$ cat config.mk
export PLATFORM = sky130hd
export DESIGN_NAME = poly_sub_ctrl_flat
export DESIGN_NICKNAME = d
export VERILOG_FILES = /design/src/rtl/poly_arith_pkg.sv /design/src/rtl/poly_sub_ctrl_if.sv /design/src/rtl/poly_sub_ctrl_mod_sub.sv /design/src/rtl/poly_sub_ctrl.sv /design/src/flat_wrapper.sv
export SDC_FILE = /design/constraint.sdc
export NUM_CORES = 1
export LEC_CHECK = 0
export CORE_MARGIN = 4
export CORE_UTILIZATION = 39
export CTS_BUF_LIST = sky130_fd_sc_hd__clkbuf_8
export DETAILED_ROUTE_END_ITERATION = 16
export PLACE_DENSITY = 0.72
export SYNTH_ARGS = -nofsm -noshare
export SYNTH_HDL_FRONTEND = slang
export SYNTH_SLANG_ARGS = --single-unit
$ cat constraint.sdc
create_clock -name clk -period 4.44 [get_ports clk]
set_clock_uncertainty 0.1 [all_clocks]
set_input_delay 0.888 -clock clk [delete_from_list [all_inputs] [get_ports clk]]
set_output_delay 0.888 -clock clk [all_outputs]
set_load 0.01 [all_outputs]
$ cat src/rtl/poly_arith_pkg.sv
`default_nettype none
// ============================================================================
// Module      : poly_arith_pkg
// Description : Shared ML-KEM polynomial-arithmetic types and constants.
// Revision    : 1.0 - initial release
// ============================================================================
package poly_arith_pkg;

    localparam int Q         = 3329;
    localparam int COEFF_W   = 12;
    localparam int N_DEFAULT = 256;

    typedef logic [COEFF_W-1:0] coeff_t;

    typedef enum logic [1:0] {
        IDLE  = 2'd0,
        RUN   = 2'd1,
        DRAIN = 2'd2,
        DONE  = 2'd3
    } ctrl_state_e;

endpackage
`default_nettype wire

$ cat src/rtl/poly_sub_ctrl_if.sv
`default_nettype none
// ============================================================================
// Module      : poly_sub_ctrl_if
// Description : Scheduler handshake and coefficient-RAM bus of poly_sub_ctrl.
//               range_err_o exists only when POLY_SUB_RANGE_CHK_EN is defined.
// Revision    : 1.0 - initial release
// ============================================================================
interface poly_sub_ctrl_if #(
    parameter int ADDR_W = 8
);
    import poly_arith_pkg::*;

    logic              start_i;
    logic              hold_i;
    logic              busy_o;
    logic              done_o;
    logic              rd_en_o;
    logic [ADDR_W-1:0] rd_addr_o;
    coeff_t            rd_a_data_i;
    coeff_t            rd_b_data_i;
    logic              wr_en_o;
    logic [ADDR_W-1:0] wr_addr_o;
    coeff_t            wr_data_o;
`ifdef POLY_SUB_RANGE_CHK_EN
    logic              range_err_o;
`endif

    modport slave (
        input  start_i, hold_i, rd_a_data_i, rd_b_data_i,
`ifdef POLY_SUB_RANGE_CHK_EN
        output range_err_o,
`endif
        output busy_o, done_o, rd_en_o, rd_addr_o, wr_en_o, wr_addr_o, wr_data_o
    );

    modport master (
        output start_i, hold_i, rd_a_data_i, rd_b_data_i,
`ifdef POLY_SUB_RANGE_CHK_EN
        input  range_err_o,
`endif
        input  busy_o, done_o, rd_en_o, rd_addr_o, wr_en_o, wr_addr_o, wr_data_o
    );

endinterface
`default_nettype wire

$ cat src/rtl/poly_sub_ctrl_mod_sub.sv
`default_nettype none
// ============================================================================
// Module      : mod_sub
// Description : Combinational r = (a - b) mod Q for operands in [0, Q-1].
// Revision    : 1.0 - initial release
// ============================================================================
module mod_sub
    import poly_arith_pkg::*;
(
    input  coeff_t i_a,
    input  coeff_t i_b,
    output coeff_t o_r
);

    localparam coeff_t c_Q = coeff_t'(Q);

    logic [COEFF_W:0] w_diff;

    // A borrow means the true difference is in [-(Q-1), -1]; adding Q in
    // COEFF_W-bit arithmetic lands it back in [1, Q-1].
    assign w_diff = {1'b0, i_a} - {1'b0, i_b};
    assign o_r    = w_diff[COEFF_W] ? (w_diff[COEFF_W-1:0] + c_Q) : w_diff[COEFF_W-1:0];

endmodule
`default_nettype wire

$ cat src/rtl/poly_sub_ctrl.sv
`default_nettype none
// ============================================================================
// Module      : poly_sub_ctrl
// Description : Sequences r[k] = (a[k] - b[k]) mod Q over N coefficients with
//               a two-stage read/compute/write pipeline and a freeze input.
//               Optional macro POLY_SUB_RANGE_CHK_EN adds sticky range_err_o.
// Revision    : 1.0 - initial release
// ============================================================================
module poly_sub_ctrl
    import poly_arith_pkg::*;
#(
    parameter int N      = N_DEFAULT,
    parameter int ADDR_W = 8
)(
    input  logic           clk,
    input  logic           rst,
    poly_sub_ctrl_if.slave bus
);

    localparam logic [ADDR_W:0]   c_LAST_CNT  = (ADDR_W+1)'(N-1);
    localparam logic [ADDR_W:0]   c_CNT_ONE   = (ADDR_W+1)'(1);
    localparam logic [ADDR_W-1:0] c_LAST_ADDR = ADDR_W'(N-1);

    ctrl_state_e       r_state;
    ctrl_state_e       w_state_nxt;
    logic              w_rd_en;
    logic              w_start_acc;
    logic [ADDR_W-1:0] w_rd_addr;
    coeff_t            w_diff;

    // Counter carries one extra bit so N == 2**ADDR_W never wraps to 0.
    logic [ADDR_W:0]   r_cnt;
    logic              r_s1_vld;
    logic [ADDR_W-1:0] r_s1_addr;
    logic              r_wr_vld;
    logic [ADDR_W-1:0] r_wr_addr;
    coeff_t            r_wr_data;

    always_ff @(posedge clk) begin
        if (rst) begin
            r_state <= IDLE;
        end else begin
            r_state <= w_state_nxt;
        end
    end

    always_comb begin
        w_state_nxt = r_state;
        w_rd_en     = 1'b0;
        w_start_acc = 1'b0;
        case (r_state)
            IDLE: begin
                if (bus.start_i) begin
                    w_start_acc = 1'b1;
                    w_state_nxt = RUN;
                end
            end
            RUN: begin
                if (!bus.hold_i) begin
                    w_rd_en = 1'b1;
                    if (r_cnt == c_LAST_CNT) begin
                        w_state_nxt = DRAIN;
                    end
                end
            end
            DRAIN: begin
                if (!bus.hold_i && r_wr_vld && (r_wr_addr == c_LAST_ADDR)) begin
                    w_state_nxt = DONE;
                end
            end
            DONE: begin
                w_state_nxt = IDLE;
            end
            default: begin
                w_state_nxt = IDLE;
            end
        endcase
    end

    assign w_rd_addr = w_rd_en ? r_cnt[ADDR_W-1:0] : '0;

    mod_sub u_mod_sub (
        .i_a (bus.rd_a_data_i),
        .i_b (bus.rd_b_data_i),
        .o_r (w_diff)
    );

    // Every pipeline stage freezes together on hold so a stalled write is
    // replayed with the same address and data once hold drops.
    always_ff @(posedge clk) begin
        if (rst) begin
            r_cnt     <= '0;
            r_s1_vld  <= 1'b0;
            r_s1_addr <= '0;
            r_wr_vld  <= 1'b0;
            r_wr_addr <= '0;
            r_wr_data <= '0;
        end else begin
            if (w_start_acc) begin
                r_cnt <= '0;
            end else if (w_rd_en) begin
                r_cnt <= r_cnt + c_CNT_ONE;
            end
            if (!bus.hold_i) begin
                r_s1_vld  <= w_rd_en;
                r_s1_addr <= w_rd_addr;
                r_wr_vld  <= r_s1_vld;
                r_wr_addr <= r_s1_addr;
                r_wr_data <= w_diff;
            end
        end
    end

`ifdef POLY_SUB_RANGE_CHK_EN
    localparam coeff_t c_Q = coeff_t'(Q);

    logic r_range_err;
    logic w_op_bad;

    assign w_op_bad = (bus.rd_a_data_i >= c_Q) || (bus.rd_b_data_i >= c_Q);

    always_ff @(posedge clk) begin
        if (rst || w_start_acc) begin
            r_range_err <= 1'b0;
        end else if (r_s1_vld && !bus.hold_i && w_op_bad) begin
            r_range_err <= 1'b1;
        end
    end

    assign bus.range_err_o = r_range_err;
`endif

    assign bus.busy_o    = (r_state != IDLE);
    assign bus.done_o    = (r_state == DONE);
    assign bus.rd_en_o   = w_rd_en;
    assign bus.rd_addr_o = w_rd_addr;
    assign bus.wr_en_o   = r_wr_vld && !bus.hold_i;
    assign bus.wr_addr_o = r_wr_addr;
    assign bus.wr_data_o = r_wr_data;

endmodule
`default_nettype wire

$ cat src/flat_wrapper.sv
// flat-port wrapper written by rule: the top's interface ports become plain ports
module poly_sub_ctrl_flat import poly_arith_pkg::*;
#(
    parameter int N      = N_DEFAULT,
    parameter int ADDR_W = 8
)
  (clk, rst, bus_start_i, bus_hold_i, bus_rd_a_data_i, bus_rd_b_data_i, bus_busy_o, bus_done_o, bus_rd_en_o, bus_rd_addr_o, bus_wr_en_o, bus_wr_addr_o, bus_wr_data_o);
  poly_sub_ctrl_if #(.ADDR_W(ADDR_W)) bus_i ();
  input  logic clk;
  input  logic rst;
  input wire logic [$bits(bus_i.start_i)-1:0] bus_start_i;
  input wire logic [$bits(bus_i.hold_i)-1:0] bus_hold_i;
  input wire logic [$bits(bus_i.rd_a_data_i)-1:0] bus_rd_a_data_i;
  input wire logic [$bits(bus_i.rd_b_data_i)-1:0] bus_rd_b_data_i;
  output wire logic [$bits(bus_i.busy_o)-1:0] bus_busy_o;
  output wire logic [$bits(bus_i.done_o)-1:0] bus_done_o;
  output wire logic [$bits(bus_i.rd_en_o)-1:0] bus_rd_en_o;
  output wire logic [$bits(bus_i.rd_addr_o)-1:0] bus_rd_addr_o;
  output wire logic [$bits(bus_i.wr_en_o)-1:0] bus_wr_en_o;
  output wire logic [$bits(bus_i.wr_addr_o)-1:0] bus_wr_addr_o;
  output wire logic [$bits(bus_i.wr_data_o)-1:0] bus_wr_data_o;
  assign bus_i.start_i = bus_start_i;
  assign bus_i.hold_i = bus_hold_i;
  assign bus_i.rd_a_data_i = bus_rd_a_data_i;
  assign bus_i.rd_b_data_i = bus_rd_b_data_i;
  assign bus_busy_o = bus_i.busy_o;
  assign bus_done_o = bus_i.done_o;
  assign bus_rd_en_o = bus_i.rd_en_o;
  assign bus_rd_addr_o = bus_i.rd_addr_o;
  assign bus_wr_en_o = bus_i.wr_en_o;
  assign bus_wr_addr_o = bus_i.wr_addr_o;
  assign bus_wr_data_o = bus_i.wr_data_o;
  poly_sub_ctrl #(.N(N), .ADDR_W(ADDR_W)) u_core (.clk(clk), .rst(rst), .bus(bus_i));
endmodule
**Yosys cells after proc, flatten, opt, wreduce, memory -nomap -nowiden**

Cells that the tools add are included.
Widths: inputs -> output; s select.

- Add/sub/neg operators: 3
- Equal/unequal tests: 9
- Mux-type cells: 11
- Reduce and logical (&&, ||, !) cells: 7

Operator list:

| operator | count |
|---|---|
| $sub 12x12->13 | 1 |
| $add 12x12->12 const B | 1 |
| $mux 12 | 1 |
| $add 9x1->9 const B | 1 |
| $eq 9x8->1 const B | 1 |
| $eq 8x8->1 const B | 1 |
| $mux 2 | 4 |
| $mux 8 | 1 |
| $pmux 2 s4 | 1 |
| $eq 2x2->1 const B | 2 |
| $mux 1 | 4 |
| $ne 2x1->1 const B | 2 |
| $ne 2x2->1 const B | 2 |
| $reduce_and 4->1 | 1 |
| $eq 2x1->1 const B | 1 |
| $logic_and 1x1->1 | 2 |
| $logic_not 2->1 | 1 |
| $reduce_bool 2->1 | 1 |
| $reduce_or 2->1 | 1 |
| $logic_not 1->1 | 1 |

- Bits in registers: 41
- Input bits: 28

**Depth between registers and ports, before layout**

- Word-level depth: 5
- Depth in mapped cells: 11
- Depth with buffers taken out: 11

**Cells and area by module**

A second synthesis with hierarchy kept.

- Cell total of the unflattened synthesis: 298
- Area, all modules: 2570.0 um^2

Modules (own cells, without submodules):

| module | instances | cells each | area each (um^2) |
|---|---|---|---|
| poly_sub_ctrl | 1 | 175 | 1676.6 |
| mod_sub | 1 | 123 | 893.4 |

**Least setup slack after synthesis**

Ideal clock, no wire load.

- Kind: input to register
- Start point: input port bus_rd_a_data_i[0]
- End point: register u_core.r_wr_data[11] (netlist: u_core.bus.wr_data_o[11])
- Data arrival time: 3492 ps
- Data required time: 4244 ps
- Path slack: 752 ps
- Stages on the path: 11
- Cell sequence: inv_1 > ha_1 > inv_1 > fa_1 > a21o_1 > a221oi_2 > xor2_2 > or4_1 > or4b_1 > and4_4 > o41ai_2

- Longest elaborated chain between the ends: 3

Ends and longest elaborated chain:

| element | line | text |
|---|---|---|
| from (decl) | flat_wrapper.sv:13 | `input wire logic [$bits(bus_i.rd_a_data_i)-1:0] bus_rd_a_data_i;` |
| $sub 12x12->13 (*) | poly_sub_ctrl_mod_sub.sv:21 | `assign w_diff = {1'b0, i_a} - {1'b0, i_b};` |
| $add 12x12->12 | poly_sub_ctrl_mod_sub.sv:22 | `assign o_r = w_diff[COEFF_W] ? (w_diff[COEFF_W-1:0] + c_Q) : w_diff[COEFF_W-1:0];` |
| $mux 12 (*) | poly_sub_ctrl_mod_sub.sv:22 |  |
| to (signal assigned) | poly_sub_ctrl.sv:109 | `r_wr_data <= w_diff;` |
| to (decl) | poly_sub_ctrl.sv:37 | `coeff_t r_wr_data;` |

Every way passes the cells marked *; elsewhere a longest branch is shown, timed or not.
A chain may end at the register's enable or synchronous reset.

**Worst setup path after layout**

- Start point: input port bus_rd_b_data_i[0]
- End point: register u_core.r_wr_data[11] (netlist: u_core.bus.wr_data_o[11])

- Longest elaborated chain between the ends: 3

Ends and longest elaborated chain:

| element | line | text |
|---|---|---|
| from (decl) | flat_wrapper.sv:14 | `input wire logic [$bits(bus_i.rd_b_data_i)-1:0] bus_rd_b_data_i;` |
| $sub 12x12->13 (*) | poly_sub_ctrl_mod_sub.sv:21 |  |
| $add 12x12->12 | poly_sub_ctrl_mod_sub.sv:22 |  |
| $mux 12 (*) | poly_sub_ctrl_mod_sub.sv:22 |  |

Marked as above.

==> impl_metrics.ini <==
[clocking]
numClockSinks = 41
clk_path_buf_depth = 2
cts_resized = 0
cts_tree = built
hold_buffers = 0
insertion_delay_ns = 0.29
cts_setup_buffers = 0
clockRootBuffer = clkbuf_8
numCtsBuffers = 5
cts_htree_levels = 2
path_clk_slew_ns = 0.08

[die]
dieHeight_um = 90.1
initial_utilization_pct = 40.7
die_w_um = 90.1
core-area_um2 = 6460
ioPinCount = 60
dieArea_um2 = 8110
rows = 29

[drt]
vias = 2377
wirelength_mm = 5.78
vias_per_cell = 5.27
drcViolationCount = 0
first_pass_iters = 4
avgRoutedWirePerCell_um = 12.8
drt_iter0_drc = 148
ant_nets = 0

[timing]
slew_headroom_pct = 60.0
slew_viol_final = 0
fmax_mhz = 251
whs_ns = 0.361
rsz0062_at_grt = no
finalSetupViolCount = 0
fin_crit_ns = 3.99
tightest_slew_ns = 0.598
timing_hold_violations_final = 0
final.period_utilization_pct = 89.9
fin_tns_setup_ns = 0

[outcome]
status = finished clean

[worst_setup_path]
start_kind = input port
cp.arrival_ns = 4.08
critPathRequiredTime_ns = 4.53
slowest_delay_ns = 0.52
end_kind = flop
crit_type = in -> reg
worstPathMaxFanout = 4
crit_path_cell_trace = clkdlybuf4s50_1 > ha_1 > inv_1 > fa_1 > a21o_1 > a221oi_2 > xor2_2 > or4_1 > or4b_1 > and4_4 > o41ai_2
slowest_stage = or4_1
crit_family = simple AND/OR/NAND/NOR gates
crit_buf_inv = 2

[synthesis]
syn_area_per_cell_um2 = 8.31
yosysTopAreaCellShare_pct = 31.2
synthCells = 316
synth_enable_flop_cells = 0
ys_seq_area_share_pct = 31.2
synth_seq_cells = 41
synth_top_cells_by_area = dfxtp_1 (31%), ha_1 (9.5%), nor2_1 (4.9%)
synth_top_area_cell = dfxtp_1
ys.flop_type = dfxtp_1
syn_nets = 365
synth.cell_area_um2 = 2630
yosys_warnings = 0
synthDistinctLibCells = 58
async_flop_share_pct = 0

[global_routing]
overflow = 0
antenna_found_initial = 0
track_usage_pct = 14.0
grt_pass1_wl_mm = 9.80
grt_pass1_vias = 2137
grt_max_degree = 36

[power]
p_per_area_nw_per_um2 = 311
vdd_drop_max_mv = 0.151
p_leak_nw = 1.35

[cells_and_area]
antenna_cells = 0
finalNonFillerCells = 451
layout_commonest_cell = clkdlybuf4s50_1
drive_above_1_share_pct = 6.95
fin_nets = 422
area_delta_synth_final_pct = 27.2
final_cell_mix = clkdlybuf4s50_1 (59), dfxtp_1 (41), nor2_1 (34)

[placed_design]
globalplace.congestion = 0.840
port_buffers = 59
post-place-cells = 443
dpl.hpwl_mm = 4.45

[run]
drv_cap = 0

[worst_hold_path]
hp-class = reg -> reg
[worst register-to-register path, stage by stage, from the launching register on]
cell and delay [ns]:
dfxtp_1 0.34, inv_1 0.11, ha_1 0.16, nor2b_1 0.13
buf_4 0.21, and2_1 0.20, nand3_1 0.18, or3_1 0.35
a21oi_1 0.13
[path summary, 6_finish.rpt]
path                                         from                               endpoint  slack, ns  cells after the start
max                            bus_rd_b_data_i[0]  u_core.bus.wr_data_o[11]$_SDFFE_PP0N_       0.45                     11
min          u_core.bus.wr_data_o[3]$_SDFFE_PP0N_   u_core.bus.wr_data_o[3]$_SDFFE_PP0N_       0.36                      2
min reg2reg  u_core.bus.wr_data_o[3]$_SDFFE_PP0N_   u_core.bus.wr_data_o[3]$_SDFFE_PP0N_       0.36                      2
max reg2reg        u_core.r_state[1]$_SDFFE_PP0P_           u_core.r_cnt[7]$_SDFFE_PP0P_       2.46                      8
[stage by stage]
| stage | power, mW | setup slack, ns | util, % | instance area, um^2 |
|---|---|---|---|---|
| after floorplan | 0.674 | 0.752 | - | 2630 |
| after detailed placement | 0.793 | 0.135 | 50.3 | 3250 |
| after CTS | 1.05 | 0.439 | 51.8 | 3340 |
| after global routing | 1.11 | 0.338 | 51.8 | 3340 |
| final | 1.04 | 0.448 | 51.8 | 3340 |
| after global placement | 0.784 | 0.219 | 50.3 | 3250 |
[per-layer routing]
| layer | share of wire (%) | wire length [um] | vias to the layer above | track usage, % |
|---|---|---|---|---|
| li1 | - | - | 1233 | - |
| met1 | 49 | 2820 | 1073 | 19.2 |
| met2 | 44 | 2570 | 65 | 22.3 |
| met3 | 5.5 | 320 | 6 | 2.00 |
| met4 | 1.2 | 70 | 0 | 5.23 |
| met5 | 0 | 0 | - | 0 |
[state kept, by name, indices dropped and copies added (netlist names)]
register,count
u_core.r_wr_vld,1
u_core.r_s1_addr,8
u_core.r_cnt,9
u_core.r_state,2
u_core.r_s1_vld,1
u_core.bus.wr_data_o,12
u_core.bus.wr_addr_o,8
[cells by family (layout without fill, tap and decap cells)]
kind of cell,Yosys count,after routing,synth area share [%]
simple gates,111,111,20.9
compound gates,76,76,19.5
flops,41,41,31.2
buf+inv,37,95,7.14
fa+ha+maj,21,21,10.3
xor+xnor,18,18,6.29
mux,12,12,4.62
[power breakdown]
| group | leakage (nW) | total, mW | internal [mW] | switching, mW |
|---|---|---|---|---|
| sequential | 0.333 | 0.412 | 0.394 | 0.0186 |
| combinational | 0.967 | 0.376 | 0.179 | 0.197 |
| clock | 0.0512 | 0.253 | 0.126 | 0.127 |
| total | 1.35 | 1.04 | 0.699 | 0.343 |
[synth_stat cells (2+ instances only)]
master,n
buf_4,2
ha_1,20
clkbuf_1,5
o211ai_1,2
o2111ai_1,2
a211oi_1,4
nor4_1,3
dfxtp_1,41
xnor2_1,7
a31oi_1,7
a21o_1,6
o21ai_0,12
nand2b_1,2
nand2_1,25
nor2b_1,3
nor3_1,7
xor2_1,10
and2_1,8
inv_1,24
a21oi_1,25
mux2i_1,11
nand4_1,2
nand3_1,10
or4_1,3
buf_6,2
or2_2,2
or4b_1,2
o21bai_1,3
or3_1,4
nor2_1,34
[cell type report]
| cell class | instances | area, um^2 |
|---|---|---|
| fillers | 611 | 3120 |
| clock buffers | 6 | 82.6 |
| repair buffers | 63 | 621 |
| inverters | 24 | 90.1 |
| clock inverters | 2 | 13.8 |
| multi-input cells | 238 | 1620 |
| well taps | 77 | 96.3 |
| flip-flops and latches | 41 | 821 |
(Power assumes the default switching activity.)
